`config.mk`:
```
export PLATFORM = sky130hd
export DESIGN_NAME = scr1_imem_cmd_tracer
export DESIGN_NICKNAME = d
export VERILOG_FILES = /design/src/rtl/scr1_trc_pkg.sv /design/src/rtl/scr1_trc_fifo.sv /design/src/rtl/scr1_imem_cmd_tracer.sv
export SDC_FILE = /design/constraint.sdc
export NUM_CORES = 1
export LEC_CHECK = 0
export BUFFER_PORTS_ARGS = -buffer_cell sky130_fd_sc_hd__buf_2
export CELL_PAD_IN_SITES_DETAIL_PLACEMENT = 2
export CELL_PAD_IN_SITES_GLOBAL_PLACEMENT = 2
export CORE_MARGIN = 2
export CORE_UTILIZATION = 46
export CTS_CLUSTER_SIZE = 14
export DETAILED_ROUTE_END_ITERATION = 10
export GPL_ROUTABILITY_DRIVEN = 0
export PLACE_DENSITY = 0.84
export SLEW_MARGIN = 30
export SYNTH_ARGS = -nofsm -noshare
export SYNTH_HDL_FRONTEND = slang
export SYNTH_SLANG_ARGS = --single-unit
```
`constraint.sdc`:
```
create_clock -name clk -period 15.6 [get_ports clk]
set_clock_uncertainty 0.1 [all_clocks]
set_input_delay 2.34 -clock clk [delete_from_list [all_inputs] [get_ports clk]]
set_output_delay 2.34 -clock clk [all_outputs]
set_load 0.005 [all_outputs]
```
`src/rtl/scr1_trc_pkg.sv`:
```
// rtl/scr1_trc_pkg.sv - shared types and constants for the imem capture tracer
// Purpose: response code encoding, trace record layout, reset pattern and the
//          masked compare helper used by the tracer top.
// Ports:   none (package)
package scr1_trc_pkg;

   typedef enum logic [1:0] {
      SCR1_TRC_RESP_IDLE  = 2'b00,
      SCR1_TRC_RESP_OKAY  = 2'b01,
      SCR1_TRC_RESP_ERROR = 2'b10
   } type_scr1_trc_resp_e;

   localparam int          SCR1_TRC_TS_W      = 32;
   localparam logic [31:0] SCR1_TRC_MATCH_RST = 32'h057E4505;
   localparam logic [31:0] SCR1_TRC_MASK_RST  = 32'hFFFFFFFF;

   // Record layout at the default timestamp width; the top builds the same
   // layout locally so the timestamp field can follow its own parameter.
   typedef struct packed {
      logic [31:0]              pc;
      logic [31:0]              instr;
      logic [SCR1_TRC_TS_W-1:0] ts;
   } type_scr1_trc_entry_s;

   // Only bits with a 1 in mask take part in the compare.
   function automatic logic trc_pattern_match(input logic [31:0] word,
                                              input logic [31:0] val,
                                              input logic [31:0] mask);
      return ((word ^ val) & mask) == 32'h0;
   endfunction

endpackage

```
`src/rtl/scr1_trc_fifo.sv`:
```
// rtl/scr1_trc_fifo.sv - generic synchronous FIFO with occupancy counter
// Purpose: stores trace records; full/empty come from the occupancy counter so
//          the pointers can stay log2(DEPTH) bits and wrap on their own.
// Ports:   clk, rst     - clock, synchronous active-high reset (flushes)
//          push, wdata  - write request and data; ignored when full unless a
//                         pop happens in the same cycle
//          pop, rdata   - read request and head data; ignored when empty
//          full, empty  - occupancy flags
//          level        - current number of stored entries
module scr1_trc_fifo
   import scr1_trc_pkg::*;
#(
   parameter int DEPTH = 8,
   parameter int W     = 96
) (
   input  logic                     clk,
   input  logic                     rst,
   input  logic                     push,
   input  logic [W-1:0]             wdata,
   input  logic                     pop,
   output logic [W-1:0]             rdata,
   output logic                     full,
   output logic                     empty,
   output logic [$clog2(DEPTH):0]   level
);

   localparam int AW = $clog2(DEPTH);

   logic [W-1:0]  mem [DEPTH];
   logic [AW-1:0] wr_ptr;
   logic [AW-1:0] rd_ptr;
   logic [AW:0]   cnt;
   logic          do_pop;
   logic          do_push;

   assign empty   = (cnt == '0);
   assign full    = (cnt == (AW+1)'(DEPTH));
   assign do_pop  = pop && !empty;
   // A pop frees the slot this edge, so a full FIFO still accepts the push.
   assign do_push = push && (!full || do_pop);

   always_ff @(posedge clk) begin
      if (rst) begin
         wr_ptr <= '0;
         rd_ptr <= '0;
         cnt    <= '0;
      end else begin
         if (do_push) begin
            mem[wr_ptr] <= wdata;
            wr_ptr      <= wr_ptr + 1'b1;
         end
         if (do_pop) begin
            rd_ptr <= rd_ptr + 1'b1;
         end
         case ({do_push, do_pop})
            2'b10:   cnt <= cnt + 1'b1;
            2'b01:   cnt <= cnt - 1'b1;
            default: cnt <= cnt;
         endcase
      end
   end

   assign rdata = mem[rd_ptr];
   assign level = cnt;

endmodule

```
`src/rtl/scr1_imem_cmd_tracer.sv`:
```
// rtl/scr1_imem_cmd_tracer.sv - masked-pattern capture of imem fetch responses
// Purpose: compares each OKAY fetch word against a masked pattern and buffers
//          {pc, instr, timestamp} of every hit for a ready/valid debug drain.
// Ports:   clk, rst                    - clock, synchronous active-high reset
//          imem_resp/imem_rdata/curr_pc - fetch response, word and its PC
//          cfg_en                      - capture enable
//          cfg_wr, cfg_wdata_val/mask  - pattern load strobe and new pattern
//          cfg_clr                     - clears ovf, drop_cnt, hit_cnt
//          trc_vd/trc_rdy              - drain handshake
//          trc_pc/trc_instr/trc_ts     - head record, zero while trc_vd = 0
//          trc_lvl                     - FIFO occupancy
//          ovf, drop_cnt, hit_cnt      - sticky overflow and saturating stats
module scr1_imem_cmd_tracer
   import scr1_trc_pkg::*;
#(
   parameter int          TRC_DEPTH     = 8,
   parameter int          TRC_TS_W      = 32,
   parameter logic [31:0] TRC_MATCH_RST = SCR1_TRC_MATCH_RST,
   parameter logic [31:0] TRC_MASK_RST  = SCR1_TRC_MASK_RST
) (
   input  logic                         clk,
   input  logic                         rst,
   input  logic [1:0]                   imem_resp,
   input  logic [31:0]                  imem_rdata,
   input  logic [31:0]                  curr_pc,
   input  logic                         cfg_en,
   input  logic                         cfg_wr,
   input  logic [31:0]                  cfg_wdata_val,
   input  logic [31:0]                  cfg_wdata_mask,
   input  logic                         cfg_clr,
   output logic                         trc_vd,
   input  logic                         trc_rdy,
   output logic [31:0]                  trc_pc,
   output logic [31:0]                  trc_instr,
   output logic [TRC_TS_W-1:0]          trc_ts,
   output logic [$clog2(TRC_DEPTH):0]   trc_lvl,
   output logic                         ovf,
   output logic [15:0]                  drop_cnt,
   output logic [15:0]                  hit_cnt
);

   typedef struct packed {
      logic [31:0]         pc;
      logic [31:0]         instr;
      logic [TRC_TS_W-1:0] ts;
   } entry_t;

   logic [31:0]         cfg_match_val;
   logic [31:0]         cfg_match_mask;
   logic [TRC_TS_W-1:0] ts_cnt;
   logic                hit;
   logic                drop;
   logic                fifo_full;
   logic                fifo_empty;
   entry_t              push_entry;
   entry_t              head_entry;

   assign hit = cfg_en && (imem_resp == SCR1_TRC_RESP_OKAY) &&
                trc_pattern_match(imem_rdata, cfg_match_val, cfg_match_mask);

   // Full implies non-empty, so trc_rdy alone means a pop frees a slot.
   assign drop = hit && fifo_full && !trc_rdy;

   assign push_entry = '{pc: curr_pc, instr: imem_rdata, ts: ts_cnt};

   scr1_trc_fifo #(
      .DEPTH (TRC_DEPTH),
      .W     ($bits(entry_t))
   ) u_fifo (
      .clk   (clk),
      .rst   (rst),
      .push  (hit),
      .wdata (push_entry),
      .pop   (trc_rdy),
      .rdata (head_entry),
      .full  (fifo_full),
      .empty (fifo_empty),
      .level (trc_lvl)
   );

   always_ff @(posedge clk) begin
      if (rst) begin
         ts_cnt         <= '0;
         cfg_match_val  <= TRC_MATCH_RST;
         cfg_match_mask <= TRC_MASK_RST;
         ovf            <= 1'b0;
         drop_cnt       <= '0;
         hit_cnt        <= '0;
      end else begin
         ts_cnt <= ts_cnt + 1'b1;
         // The compare in this cycle already used the old pattern.
         if (cfg_wr) begin
            cfg_match_val  <= cfg_wdata_val;
            cfg_match_mask <= cfg_wdata_mask;
         end
         // Clear has priority over a simultaneous hit or drop.
         if (cfg_clr) begin
            ovf      <= 1'b0;
            drop_cnt <= '0;
            hit_cnt  <= '0;
         end else begin
            if (hit && (hit_cnt != 16'hFFFF)) begin
               hit_cnt <= hit_cnt + 16'd1;
            end
            if (drop) begin
               ovf <= 1'b1;
               if (drop_cnt != 16'hFFFF) begin
                  drop_cnt <= drop_cnt + 16'd1;
               end
            end
         end
      end
   end

   assign trc_vd    = !fifo_empty;
   assign trc_pc    = trc_vd ? head_entry.pc    : '0;
   assign trc_instr = trc_vd ? head_entry.instr : '0;
   assign trc_ts    = trc_vd ? head_entry.ts    : '0;

endmodule

```
Word level (Yosys, flattened, before mapping)
Memories as Yosys holds them, arrays and structs flattened. A register that Yosys moved wholly into a read port is not among the register bits. Index checks and enable logic that the tools add are counted.

Mux-type cells: 9. Bitwise logic cells: 2. Equality and inequality tests: 6. Reduce and logical (&&, ||, !) cells: 16. Add/subtract/negate cells: 7.

Operators with widths (number): $mux 32 (3); $add 16x1->16 const B (2); $add 32x1->32 const B (1); $and 32x32->32 (1); $logic_not 32->1 (1); $ne 16x16->1 const B (2); $xor 32x32->32 (1); $pmux 4 s2 (1); $logic_and 1x1->1 (7); $add 3x1->3 const B (2); $mux 3 (2); $add 4x1->4 const B (1); $eq 2x1->1 const B (2); $eq 4x4->1 const B (1); $logic_not 4->1 (1); $sub 4x1->4 const B (1); $logic_not 1->1 (3); $mux 1 (3); $eq 2x2->1 const B (1); $reduce_and 2->1 (1); $reduce_bool 2->1 (1); $reduce_or 2->1 (1); $logic_or 1x1->1 (1).

Bits in writable memories: 768. Memories: 1. Output and inout port bits: 134. Register bits: 139.

Memory list: u_fifo.mem (words 8, bits a word 96, rd ports 1, clocked after memory_dff 1, write ports 1, line scr1_trc_fifo.sv:29) `logic [W-1:0] mem [DEPTH];`.

Longest topological paths before layout
Depth after elaboration: 8. Depth in mapped cells: 14. Gate-level depth less buffers: 14.

By module
From an unflattened synthesis, not the netlist that was laid out.

Cells, all modules: 1975. Area total of the unflattened synthesis: 36209.7 um^2.

By module, submodules not included: scr1_trc_fifo (instances 1, seq. area each 23322.4 um^2, area each 29555.8 um^2, cells an instance 1195); scr1_imem_cmd_tracer (instances 1, seq. area each 2582.5 um^2, area each 6653.9 um^2, cells an instance 780).

Worst setup path after synthesis
Ideal clock, no wire load.

Path type: input to register. Start: input port imem_rdata[15]. End: memory u_fifo.mem[0][0] (enable). Data arrival time: 13.083 ns. Path slack: 1.597 ns. Data required time: 14.680 ns. Cell stages on the path: 6. Setup time: 0.820 ns. Path buffers: 0. Cell sequence: xor2_1 a22oi_1 nand4_1 nor2_2 nand3_1 nor4b_1.

Longest elaborated chain between the ends: 8.

Ends and longest elaborated chain: start: declaration (line scr1_imem_cmd_tracer.sv:24) `input logic [31:0] imem_rdata,`; $xor 32x32->32 (line scr1_trc_pkg.sv:29) `return ((word ^ val) & mask) == 32'h0;`; $and 32x32->32 (line scr1_trc_pkg.sv:29); $logic_not 32->1 (line scr1_trc_pkg.sv:29); $logic_and 1x1->1 (line scr1_imem_cmd_tracer.sv:58) `assign hit = cfg_en && (imem_resp == SCR1_TRC_RESP_OKAY) &&`; $logic_and 1x1->1 (line scr1_trc_fifo.sv:40) `assign do_push = push && (!full || do_pop);`; $mux 1 (line scr1_trc_fifo.sv:48) `if (do_push) begin`; $mux 1 (line scr1_trc_fifo.sv:43) `if (rst) begin`; $mux 1 (not written as such) (line scr1_trc_fifo.sv:49) `mem[wr_ptr] <= wdata;`; end: declaration (line scr1_trc_fifo.sv:29).

No other way between the ends.

==> flow_summary_export.csv <==
group,metric,value,unit
sta,finalCritPeriodShare,40.27,%
synth,synth_flop_cell,"edfxtp_1",
routing,first_iter_violations,2056,
cts,cts-root-buf,"clkbuf_16",
worst_setup_path,r2r_cells,9,
routing,routed_via_density,6.163,
cts,clk_path_buf_depth,3,
final_layout,layout_common_cells,"768 x edfxtp_1, 267 x buf_2, 192 x mux4_2",
status,run_status,"complete, no violations",
sta,drv_slew,0,
worst_setup_path,worst_setup_path_end_kind,"output pin",
flow_run,maxCapViolations,0,
synth,syn_avg_cell_area,18.42,um^2
floorplan,io-pin-count,270,
power_and_ir_drop,vdd_ir_drop_max,0.08423,mV
power_and_ir_drop,p_sw,1.373,mW
synth,yosysTopAreaCellShare,65.01,%
worst_hold_path,min-delay-start,"ovf$_SDFFE_PP0P_",
sta,worst_pin_slew,0.9875,ns
worst_setup_path,timing.rr.start,"cfg_match_val[15]$_SDFFE_PP0P_",
synth,ys_ff_latch,910,
synth,synth_edf_count,768,
worst_hold_path,holdPathEnd,"ovf$_SDFFE_PP0P_",
cts,cts_resized,0,
global_routing,grt_pass1_vias,22410,
cts,cts-htree-levels,3,
cts,holdBufCountCts,0,
floorplan,die-area,79360,um^2
synth,yosys_warnings,0,
floorplan,num_rows,101,
final_layout,post-route-util,54.19,%
synth,yosys.area.top_type,"edfxtp_1",
cts,tritoncts,"built",
sta,max_slew_margin,34.17,%
routing,wl,121500,um
synth,ys_async_sr_fraction,0,%
sta,setup_viol,0,
global_routing,grt_max_degree,94,
routing,wl_per_cell,36.27,um
sta,fin_crit,6.283,ns
cts,numCtsBuffers,96,
power_and_ir_drop,pwr_density_cell,135.1,nW/um^2
placed_design,io_buffer_count,269,
synth,ys_types,51,
cts,clock-sinks,910,
worst_setup_path,path_class,"flop to output pin",
synth,synthTopCellsByArea,"edfxtp_1 65%, mux4_2 12%, dfxtp_1 8.0%",
worst_setup_path,crit_arrival,3.84,ns
global_routing,grt_pass1_wl,171700,um
global_routing,track_usage,30.50,%
worst_setup_path,r2r_end,"u_fifo.mem[1][86]$_DFFE_PP_",
routing,drc_errors,0,
sta,rsz0062_at_grt,"false",
routing,detail-route-antenna-nets,0,
power_and_ir_drop,pwr-share-comb,9.9,%
floorplan,dieHeight,281.7,um
synth,yosysSeqAreaShare,73.02,%
floorplan,initial_core_util,46.55,%
floorplan,core,76200,um^2
floorplan,dieWidth,281.7,um
worst_hold_path,holdPathStages,2,
worst_hold_path,hp-class,"flop to flop",
power_and_ir_drop,p_seq_share,47.7,%
worst_setup_path,cp.required,13.16,ns
synth,synth_nets,2070,
power_and_ir_drop,clkPwrFrac,42.4,%
cts,clk_pin_slew,0.06,ns
final_layout,drive_above_1_share,28.51,%
power_and_ir_drop,p_int,4.204,mW
worst_setup_path,reg2reg_slack,11.09,ns
global_routing,grt.overflow.total,0,
final_layout,nFillCells,6598,
routing,vias,20650,
routing,first_pass_iters,5,
power_and_ir_drop,switching_share,24.62,%
final_layout,nets,2371,
cts,clk_latency,0.66,ns
placed_design,dp_hpwl,68600,um
placed_design,place_ws,8.976,ns
cts,cts_setup_buffers,0,
synth,syn_inst,1926,
worst_setup_path,critPathLaunchType,"flop",
sta,fin_ws,9.317,ns
power_and_ir_drop,p_leak,13.70,nW
sta,fmax,159.2,MHz
worst_setup_path,worst-path-max-fanout,46,
final_layout,area_growth_syn_to_layout,16.40,%
synth,synthesis.area,35480,um^2
final_layout,layout_commonest_cell,"edfxtp_1",
sta,setup_tns,0,ns
global_routing,grt_antenna_before_repair,15,
sta,hold_viol_final,0,
==> cell usage after synthesis (all sizes together), types with 3 or more instances <==
master	count
a211o	45
a21oi	29
a22oi	25
and2	3
and3	14
and4	4
buf	47
clkbuf	54
dfxtp	142
edfxtp	768
ha	7
inv	12
mux2	4
mux2i	120
mux4	192
nand2	35
nand3	24
nand4	19
nor2	170
nor2b	51
nor3	10
nor4	4
nor4b	3
o211ai	3
o21ai	19
o311ai	4
o31ai	5
o41ai	3
or3	23
or4	8
xnor2	9
xor2	55
==> flip-flops by register name, indices dropped and copies added (netlist names), 4 cells and up, named ones only <==
name,cells
u_fifo.mem,768
cfg_match_mask,32
cfg_match_val,32
ts_cnt,32
drop_cnt,16
hit_cnt,16
u_fifo.level,4
==> per-layer routing <==
metal  wire length [um]  global-route usage, %  vias to the layer above
met4               4676                  11.89                        8
met1              46440                  38.57                    11090
met3               7596                  4.781                      252
li1                   -                      -                     8282
met5                 48                      0                        -
met2              62770                  52.99                     1022
==> layout make-up <==
| type | instances | area (um^2) | share of cell area, % |
|---|---|---|---|
| Multi-Input combinational cell | 903 | 9163 | 22.19 |
| Antenna cell | 13 | 32.53 | 0.07878 |
| Tap cell | 1030 | 1289 | 3.121 |
| Clock buffer | 136 | 2698 | 6.533 |
| Inverter | 12 | 45.04 | 0.1091 |
| Timing Repair Buffer | 304 | 1730 | 4.191 |
| Sequential cell | 910 | 25920 | 62.76 |
| Clock inverter | 43 | 419.2 | 1.015 |
==> worst max-delay path by stage <==
stage / from / slack, ns / end / cells after the start
6_report: flop / 9.32 / trc_instr[31] / 6
5_1_grt: flop / 9.01 / trc_instr[31] / 6
4_1_cts: flop / 8.63 / trc_instr[31] / 6
3_5_place_dp: imem_rdata[15] / 8.98 / u_fifo.mem[1][73]$_DFFE_PP_ / 9
3_3_place_gp: imem_rdata[15] / 9.19 / u_fifo.mem[5][79]$_DFFE_PP_ / 9
2_1_floorplan: imem_rdata[15] / 1.60 / u_fifo.mem[0][0]$_DFFE_PP_ / 6
==> power by group through the flow <==
stage	logic [mW]	registers, mW	clock network, mW
final	0.549	2.66	2.37
after global routing	0.586	2.66	2.47
after CTS	0.555	2.66	2.38
after detailed placement	0.540	2.71	0
after global placement	0.510	2.71	0
after floorplan	0.322	2.70	0
==> per-stage QoR <==
step / std cells / hold slack [ns] / instance area (um^2) / total power, mW
after floorplan: 1926 / 0.3604 / 35480 / 3.019
after global placement: 3153 / 0.3744 / 37980 / 3.221
after detailed placement: 3156 / 0.3679 / 38050 / 3.252
after CTS: 3335 / 0.3816 / 41170 / 5.596
after global routing: 3348 / 0.4291 / 41280 / 5.720
final: 3351 / 0.3781 / 41290 / 5.577
==> worst max-delay path, stage by stage, from the launching register on <==
cell and delay [ns]:
dfxtp_4 0.68, buf_6 0.59, buf_6 0.62, mux4_2 0.60, mux2i_1 0.29, nor2_1 0.16
buf_2 0.19
==> logic make-up after synthesis <==
| kind of cell | after synthesis | share of synthesized area, % |
|---|---|---|
| buffers and inverters | 113 | 1.294 |
| adder cells (fa/ha/maj) | 8 | 0.3033 |
| AND/OR/NAND/NOR | 377 | 5.255 |
| AO/OA/AOI/OAI | 138 | 2.843 |
| XOR/XNOR | 64 | 1.580 |
| flip-flops | 910 | 73.02 |
| multiplexers | 316 | 15.70 |
No activity file was read; power rests on OpenSTA's default activity.
